`src/rtl/mm_ctrl_pkg.sv`:
```
// Shared types and helpers for the PE-slice A-operand bank controller.
//   rd_state_t  : read sequencer state
//   bank_idx_t  : one-bit ping-pong bank index
//   at_terminal : true when a counter sits on its last value (limit-1)
package mm_ctrl_pkg;

  typedef enum logic {
    IDLE = 1'b0,
    READ = 1'b1
  } rd_state_t;

  typedef logic bank_idx_t;

  // Exact compare against the configured count; counts need not be powers of two.
  function automatic logic at_terminal(input int unsigned cnt, input int unsigned limit);
    return (cnt == (limit - 32'd1));
  endfunction

endpackage

```
`src/rtl/pingpong_bank_ctrl_rd_delay_pipe.sv`:
```
// Fixed-latency shift register that tracks SRAM read latency.
//   clk, rst : clock, asynchronous active-high reset (clears every stage)
//   i_d      : WIDTH-bit value entering the pipe this cycle
//   o_q      : value presented DEPTH cycles later
module rd_delay_pipe #(
  parameter int unsigned WIDTH = 2,
  parameter int unsigned DEPTH = 2
) (
  input  logic             clk,
  input  logic             rst,
  input  logic [WIDTH-1:0] i_d,
  output logic [WIDTH-1:0] o_q
);

  logic [WIDTH-1:0] r_pipe [DEPTH];

  // Shift one stage per cycle; never stalled.
  always_ff @(posedge clk or posedge rst) begin
    if (rst) begin
      for (int i = 0; i < int'(DEPTH); i++) r_pipe[i] <= '0;
    end else begin
      r_pipe[0] <= i_d;
      for (int i = 1; i < int'(DEPTH); i++) r_pipe[i] <= r_pipe[i-1];
    end
  end

  assign o_q = r_pipe[DEPTH-1];

endmodule

```
`src/rtl/pingpong_bank_ctrl.sv`:
```
// Ping-pong scheduler for the two-bank A-operand SRAM in a PE slice.
// The loader is granted the next free bank; full banks are swept B_NUM times
// over PE_NUM rows for the MAC pipeline, and each bank is released on its last read.
//   clk, rst          : clock, asynchronous active-high reset
//   load_grant_out    : bank at load_bank_out is free for writing
//   load_bank_out     : bank index the loader uses as write-address MSB
//   load_done_in      : loader finished the granted bank (one-cycle pulse)
//   pe_ready_in       : MAC accepts a read this cycle
//   rd_en_out         : SRAM read enable
//   rd_addr_out       : {bank, row} read address
//   rd_valid_out      : read data valid (rd_en_out delayed RD_DELAY)
//   rd_last_out       : final read of a tile, aligned with rd_valid_out
//   tile_cnt_out      : tiles fully read, wrapping
//   protocol_err_out  : sticky, load_done_in seen without a grant
module pingpong_bank_ctrl
  import mm_ctrl_pkg::*;
#(
  parameter int unsigned PE_NUM_WIDTH   = 2,
  parameter int unsigned PE_NUM         = 4,
  parameter int unsigned B_NUM_WIDTH    = 2,
  parameter int unsigned B_NUM          = 4,
  parameter int unsigned RD_DELAY       = 2,
  parameter int unsigned TILE_CNT_WIDTH = 8
) (
  input  logic                      clk,
  input  logic                      rst,
  output logic                      load_grant_out,
  output logic                      load_bank_out,
  input  logic                      load_done_in,
  input  logic                      pe_ready_in,
  output logic                      rd_en_out,
  output logic [PE_NUM_WIDTH:0]     rd_addr_out,
  output logic                      rd_valid_out,
  output logic                      rd_last_out,
  output logic [TILE_CNT_WIDTH-1:0] tile_cnt_out,
  output logic                      protocol_err_out
);

  localparam int unsigned PIPE_W = 2;

  logic [1:0]                r_bank_full;
  bank_idx_t                 r_load_ptr;
  bank_idx_t                 r_read_ptr;
  logic [PE_NUM_WIDTH-1:0]   r_row;
  logic [B_NUM_WIDTH-1:0]    r_col;
  rd_state_t                 r_state;
  logic [TILE_CNT_WIDTH-1:0] r_tile_cnt;
  logic                      r_prot_err;

  rd_state_t                 w_state_nxt;
  logic [PE_NUM_WIDTH-1:0]   w_row_nxt;
  logic [B_NUM_WIDTH-1:0]    w_col_nxt;
  logic                      w_grant;
  logic                      w_load_accept;
  logic                      w_rd_fire;
  logic                      w_row_term;
  logic                      w_col_term;
  logic                      w_last;
  bank_idx_t                 w_other;
  logic                      w_read_bank_ready;
  logic                      w_other_bank_ready;
  logic [1:0]                w_set_mask;
  logic [1:0]                w_clr_mask;
  logic [PIPE_W-1:0]         w_pipe_q;

  // Load side: grant while the pointed-to bank is empty.
  assign w_grant       = ~r_bank_full[r_load_ptr];
  assign w_load_accept = load_done_in & w_grant;

  // Read side terminal counts and tile-final read.
  assign w_rd_fire  = (r_state == READ) & pe_ready_in;
  assign w_row_term = at_terminal(32'(r_row), PE_NUM);
  assign w_col_term = at_terminal(32'(r_col), B_NUM);
  assign w_last     = w_rd_fire & w_row_term & w_col_term;
  assign w_other    = ~r_read_ptr;

  // A bank counts as ready if already full or being filled at this same edge,
  // so reading can start the cycle after load_done_in and tiles chain without bubbles.
  assign w_read_bank_ready  = r_bank_full[r_read_ptr] |
                              (w_load_accept & (r_load_ptr == r_read_ptr));
  assign w_other_bank_ready = r_bank_full[w_other] |
                              (w_load_accept & (r_load_ptr == w_other));

  assign w_set_mask[0] = w_load_accept & (r_load_ptr == 1'b0);
  assign w_set_mask[1] = w_load_accept & (r_load_ptr == 1'b1);
  assign w_clr_mask[0] = w_last & (r_read_ptr == 1'b0);
  assign w_clr_mask[1] = w_last & (r_read_ptr == 1'b1);

  // Read FSM state register.
  always_ff @(posedge clk or posedge rst) begin
    if (rst) begin
      r_state <= IDLE;
      r_row   <= '0;
      r_col   <= '0;
    end else begin
      r_state <= w_state_nxt;
      r_row   <= w_row_nxt;
      r_col   <= w_col_nxt;
    end
  end

  // Read FSM next state and row/column sequencing.
  always_comb begin
    w_state_nxt = r_state;
    w_row_nxt   = r_row;
    w_col_nxt   = r_col;
    case (r_state)
      IDLE: begin
        if (w_read_bank_ready) begin
          w_state_nxt = READ;
          w_row_nxt   = '0;
          w_col_nxt   = '0;
        end
      end
      READ: begin
        if (w_rd_fire) begin
          if (w_row_term) begin
            w_row_nxt = '0;
            if (w_col_term) begin
              w_col_nxt = '0;
              if (!w_other_bank_ready) w_state_nxt = IDLE;
            end else begin
              w_col_nxt = B_NUM_WIDTH'(r_col + 1'b1);
            end
          end else begin
            w_row_nxt = PE_NUM_WIDTH'(r_row + 1'b1);
          end
        end
      end
      default: w_state_nxt = IDLE;
    endcase
  end

  // Bank bookkeeping, pointers, tile counter and sticky protocol error.
  always_ff @(posedge clk or posedge rst) begin
    if (rst) begin
      r_bank_full <= '0;
      r_load_ptr  <= 1'b0;
      r_read_ptr  <= 1'b0;
      r_tile_cnt  <= '0;
      r_prot_err  <= 1'b0;
    end else begin
      r_bank_full <= (r_bank_full | w_set_mask) & ~w_clr_mask;
      if (w_load_accept) r_load_ptr <= ~r_load_ptr;
      if (w_last) begin
        r_read_ptr <= ~r_read_ptr;
        r_tile_cnt <= TILE_CNT_WIDTH'(r_tile_cnt + 1'b1);
      end
      if (load_done_in && !w_grant) r_prot_err <= 1'b1;
    end
  end

  // Valid/last follow the read enable by the SRAM latency.
  rd_delay_pipe #(
    .WIDTH(PIPE_W),
    .DEPTH(RD_DELAY)
  ) u_rd_delay_pipe (
    .clk (clk),
    .rst (rst),
    .i_d ({w_rd_fire, w_last}),
    .o_q (w_pipe_q)
  );

  assign load_grant_out   = w_grant;
  assign load_bank_out    = r_load_ptr;
  assign rd_en_out        = w_rd_fire;
  assign rd_addr_out      = {r_read_ptr, r_row};
  assign rd_valid_out     = w_pipe_q[1];
  assign rd_last_out      = w_pipe_q[0];
  assign tile_cnt_out     = r_tile_cnt;
  assign protocol_err_out = r_prot_err;

endmodule

```
`config.mk`:
```
export PLATFORM = sky130hd
export DESIGN_NAME = pingpong_bank_ctrl
export DESIGN_NICKNAME = d
export VERILOG_FILES = /design/src/rtl/mm_ctrl_pkg.sv /design/src/rtl/pingpong_bank_ctrl_rd_delay_pipe.sv /design/src/rtl/pingpong_bank_ctrl.sv
export SDC_FILE = /design/constraint.sdc
export NUM_CORES = 1
export LEC_CHECK = 0
export BUFFER_PORTS_ARGS = -buffer_cell sky130_fd_sc_hd__buf_2
export CAP_MARGIN = 20
export CORE_ASPECT_RATIO = 1.2
export CORE_MARGIN = 2
export CORE_UTILIZATION = 50
export CTS_BUF_LIST = sky130_fd_sc_hd__clkbuf_8
export DETAILED_ROUTE_END_ITERATION = 10
export PLACE_DENSITY = 0.85
export SYNTH_ARGS = -nofsm -noshare
export SYNTH_HDL_FRONTEND = slang
export SYNTH_SLANG_ARGS = --single-unit
```
`constraint.sdc`:
```
create_clock -name clk -period 1.45 [get_ports clk]
set_clock_uncertainty 0.15 [all_clocks]
set_input_delay 0.0725 -clock clk [delete_from_list [all_inputs] [get_ports clk]]
set_output_delay 0.0725 -clock clk [all_outputs]
set_load 0.005 [all_outputs]
```
Yosys cells after proc, flatten, opt, wreduce, memory -nomap -nowiden
Cells that the tools add are included.
{"block": "op_classes", "add_sub_neg": 3, "order_cmp": 3, "eq_ne": 7, "mux": 20, "bitwise_logic": 19, "n_reduce_logical": 3}
{"op": "2-bit 2-to-1 mux", "count": 6}
{"op": "1-bit 2-to-1 mux", "count": 11}
{"op": "1-bit AND", "count": 10}
{"op": "8-bit by 1-bit adder with 8-bit output (second input constant)", "count": 1}
{"op": "2-bit one-hot mux with 2 select lines", "count": 2}
{"op": "1-bit by 2-bit less-than comparator with 1-bit output (second input constant)", "count": 3}
{"op": "2-bit by 1-bit adder with 2-bit output (second input constant)", "count": 2}
{"op": "2-bit == test (second input constant)", "count": 2}
{"op": "2-bit by 1-bit != test with 1-bit output (second input constant)", "count": 2}
{"op": "1-bit NOT", "count": 4}
{"op": "3-bit AND reduction", "count": 1}
{"op": "2-bit AND", "count": 1}
{"op": "1-bit == test", "count": 2}
{"op": "2-bit != test (second input constant)", "count": 1}
{"op": "2-bit NOT", "count": 1}
{"op": "1-bit bitwise OR", "count": 2}
{"op": "2-bit bitwise OR", "count": 1}
{"op": "1-bit one-hot mux with 2 select lines", "count": 1}
{"op": "2-bit AND reduction", "count": 1}
{"op": "1-bit logical AND", "count": 1}
{"block": "totals", "regBits": 22, "inputBits": 4, "output_inout_bits": 17, "elab_cells": 65}

Logic depth before layout (Yosys ltp)
{"block": "depth", "ltp_word": 11, "depth_mapped": 5, "mapped_depth_nobuf": 5}

Hierarchy
From an unflattened synthesis, not the netlist that was laid out.
{"block": "unflattened", "hier_cells": 93, "area_unflattened_um2": 1054.8}
{"module": "pingpong_bank_ctrl", "n_inst": 1, "cells_per_inst": 86, "area_per_inst_um2": 935.9, "seq_area_each_um2": 450.4}
{"module": "rd_delay_pipe", "n_inst": 1, "cells_per_inst": 7, "area_per_inst_um2": 118.9, "seq_area_each_um2": 100.1}

Worst setup path before layout
OpenSTA, ideal clock, no wires.
{"block": "synth_timing", "path_kind": "reg-to-reg", "startpoint": "register r_row[0]", "endpoint": "register r_col[1]", "setup_time_ns": 0.121, "t_arrival_ns": 1.256, "required_time_ns": 1.179, "slack_ns": -0.077, "path_stages_with_launch": 5, "n_path_buf": 0, "period_less_slack_ns": 1.527, "cell_sequence": "dfrtp_1 > ha_1 > nand2_1 > mux2_2 > a22o_1"}
{"block": "synth_via", "elab_chain_cells": 3}
{"element": "from (decl)", "line": "pingpong_bank_ctrl.sv:44", "source": "logic [PE_NUM_WIDTH-1:0] r_row;"}
{"element": "from (signal assigned)", "line": "pingpong_bank_ctrl.sv:97", "source": "r_row <= w_row_nxt;"}
{"element": "2-bit == test", "line": "mm_ctrl_pkg.sv:16", "source": "return (cnt == (limit - 32'd1));"}
{"element": "2-bit by 1-bit != test with 1-bit output (no line)"}
{"element": "3-bit AND reduction (no line)"}
{"element": "to (signal assigned)", "line": "pingpong_bank_ctrl.sv:98", "source": "r_col <= w_col_nxt;"}
{"element": "to (decl)", "line": "pingpong_bank_ctrl.sv:45", "source": "logic [B_NUM_WIDTH-1:0] r_col;"}
No other way between the ends.
A chain may end at the register's enable or synchronous reset.

Final worst setup path
{"block": "layout_timing", "startpoint": "register r_row[1]", "endpoint": "register r_col[1]"}
The elaborated chain is that of the path after synthesis.

==> flow_metrics.tcl <==
set metrics [dict create \
    design.die.area_um2 2350 \
    initial_utilization_pct 53.41 \
    worst_r2r_path_depth 4 \
    ys_seq_elements 22 \
    routed.top_layer "met4" \
    via_per_inst 5.299 \
    layout.cells.non_filler 137 \
    dpl_cell_area_um2 1190 \
    via_count_of_the_first_global_routing_pass 761 \
    cts-buffers-inserted 3 \
    p_sw_w 0.0006194 \
    syn_inst 82 \
    detailed_routing_iteration_count_for_the_pre_antenna_repair_pass 3 \
    grt_setup_unrepaired "true" \
    drc 0 \
    finalCriticalPeriod_ns 1.433 \
    drt_iter0_drc 10 \
    critical_path_required_ns 1.44 \
    netSwitchingFraction_pct 30.88 \
    power.combinational.fraction_pct 39.2 \
    grt_antenna_before_repair 0 \
    netlist_area_um2 988.4 \
    asyncSetResetFlopFracSynth_pct 100.0 \
    clkTransAtPathRegs_ns 0.07 \
    worst_ir_drop_vdd_uv 900.7 \
    synth_xor_xnor_area_share_pct 7.975 \
    fin_tns_setup_ns 0 \
    cts_sinks 22 \
    totalPowerFinal_w 0.002006 \
    ys.warnings.count 0 \
    final_area_um2 1324 \
    pin_count 21 \
    num_antenna_cells 0 \
    route.detailed.wl_per_inst_um 13.82 \
    gp_congestion 0.7119 \
    portBuffers 20 \
    status "finished clean" \
    nets 127 \
    crit_path_max_fanout 3 \
    routed_length_on_met3_um 39 \
    layout-drive-gt1-share_pct 44.92 \
    routed_wl_um 1893 \
    worst-slew-pin-transition_ns 0.3666 \
    dpl.cell_count 129 \
    most_frequent_standard_cell_in_the_layout_excluding_fill_and_tap_cells "sky130_fd_sc_hd__dfrtp_1" \
    grt_start_max_net_pins 23 \
    power_per_cell_area_nw_per_um2 1515 \
    core_region_area_um2 1851 \
    place.detailed.hpwl_um 1237 \
    vias 726 \
    worstSetupStartpointType "register" \
    cts-root-to-sink-buffers 2 \
    synth.avg_cell_area_um2 12.05 \
    yosys.area_share.adder_pct 3.797 \
    min_path_cells 2 \
    final_antenna_net_count 0 \
    floorplan.rows 17 \
    report.final.hold_viol_count 0 \
    synth-edff-count 0 \
    critical_path_arrival_ns 1.42 \
    fillCellCount 128 \
    die_h_um 52.71 \
    path_class "reg2reg" \
    timing.fmax_mhz 697.7 \
    grt-ovfl-total 0 \
    sequential_cell_area_fraction_in_the_yosys_report_pct 55.70 \
    timing.max_cap.violations 0 \
    power.static_leakage_nw 0.7085 \
    postLayoutCoreUtil_pct 71.53 \
    compound_gate_fraction_of_synth_area_pct 8.481 \
    cts_max_level 1 \
    final.period_utilization_pct 98.85 \
    max-slew-margin-rel_pct 75.22 \
    synth_mux_area_share_pct 4.304 \
    globalRouteTotalUtil_pct 18.56 \
    clk_network_pwr_share_pct 17.6 \
    areaGrowthSynthToFinish_pct 33.92 \
    final_report_setup_violation_count 0 \
    post_synth_and_or_nand_nor_area_fraction_pct 16.46 \
    cell_internal_pwr_w 0.001386 \
    cts_root_buf "sky130_fd_sc_hd__clkbuf_8" \
    timing.hold.worst.class "in2reg" \
    maxSlewViolCount 0 \
    endpoint_kind "register" \
    synth_top_family_by_area "simple AND/OR/NAND/NOR gates" \
    route.layer.met1.wl_um 839 \
    layout.cells.most_common_list "21 x sky130_fd_sc_hd__dfrtp_1, 19 x sky130_fd_sc_hd__buf_2, 15 x sky130_fd_sc_hd__buf_4" \
    synth.net_count 89 \
    synthDistinctLibCells 30 \
    floorplan.die.width_um 44.59 \
    synth_top_flop_cell "sky130_fd_sc_hd__dfrtp_1" \
    grt_first_pass_wirelength_um 3146 \
    clkLatencyLatePin_ns 0.25 \
    p_seq_share_pct 43.2 \
    tritoncts "built" \
    route.met2.wl_um 1005 \
]
[power by group through the flow]
stage,combinational [W],sequential (W),clock [W]
after global placement,0.000645,0.000847,0
after floorplan,0.000392,0.000870,0
after detailed placement,0.000669,0.000857,0
after CTS,0.000723,0.000858,0.000361
final,0.000786,0.000866,0.000354
after global routing,0.000882,0.000877,0.000389
[kinds of logic after synthesis]
logic type	after synthesis
DFF	22
and+or+nand+nor	25
adders and majority gates	3
muxes	4
buffers and inverters	7
xor gates and xnor gates	9
AOI/OAI and AO/OA	12
[final timing paths]
path                                                start                         to  slack, ns
worst max-delay path                             r_row[1]                   r_col[1]       0.02
worst min-delay path                          pe_ready_in  u_rd_delay_pipe.r_pipe[3]       0.06
worst max register to register                   r_row[1]                   r_col[1]       0.02
worst min register to register  u_rd_delay_pipe.r_pipe[3]     u_rd_delay_pipe.o_q[1]       0.20
max in group asynchronous                             rst                    r_state       0.67
min in group asynchronous                             rst            tile_cnt_out[7]       0.24
[stage by stage]
step / setup slack (ns) / hold slack, ns
after floorplan: -0.009898 / -0.08827
after global placement: 0.01033 / -0.03739
after detailed placement: -0.02156 / -0.03245
after CTS: 0.01087 / 0.05116
after global routing: -0.04465 / 0.08338
final: 0.01662 / 0.05714
[sequential cells by signal (all words and copies together), names as in the netlist, 2 cells and up]
signal	flops
u_rd_delay_pipe.r_pipe	2
r_bank_full	2
u_rd_delay_pipe.o_q	2
r_row	2
tile_cnt_out	8
r_col	2
[synth_stat cells (all sizes together) (2+ instances only)]
master  count  area share, %
dfrtp      22             56
nand2       8            3.0
xor2        5            4.4
inv         4            1.5
xnor2       4            3.5
a21oi       3            1.5
buf         3            1.8
ha          3            3.8
nor2        3            1.1
a211o       2            1.8
a22o        2            1.8
mux2        2            2.3
mux2i       2            2.0
nand3       2            1.0
nand4       2            2.8
nor3        2            1.0
o21ai       2            1.0
[layout make-up]
type / count / area [um2] / share of cell area (%)
well taps: 19 / 23.77 / 1.796
repair buffers: 36 / 227.7 / 17.20
inverters: 4 / 15.01 / 1.134
multi-input cells: 53 / 464.2 / 35.07
clock buffers: 3 / 41.29 / 3.119
flip-flops and latches: 22 / 551.8 / 41.68
[layer usage]
metal,GRT usage (%),up-vias
li1,-,356
met1,22.32,357
met2,32.85,11
met3,3.103,2
met4,6.061,0
met5,0,-
[worst max-delay path, stage by stage, from the launching register on]
cell	delay, ns
sky130_fd_sc_hd__dfrtp_1	0.42
sky130_fd_sc_hd__ha_4	0.20
sky130_fd_sc_hd__nand2_4	0.08
sky130_fd_sc_hd__mux2_4	0.30
sky130_fd_sc_hd__a22o_1	0.18
[timing repair]
action | in CTS | in global routing
endpoints found under the hold margin | 24 | 0
pin swaps | 4 | 4
buffers inserted | 1 | 2
hold buffers | 2 | 0
gates resized for setup | 6 | 6
endpoints found under the setup margin | 5 | 7
Power figures use the tool's default switching activity.
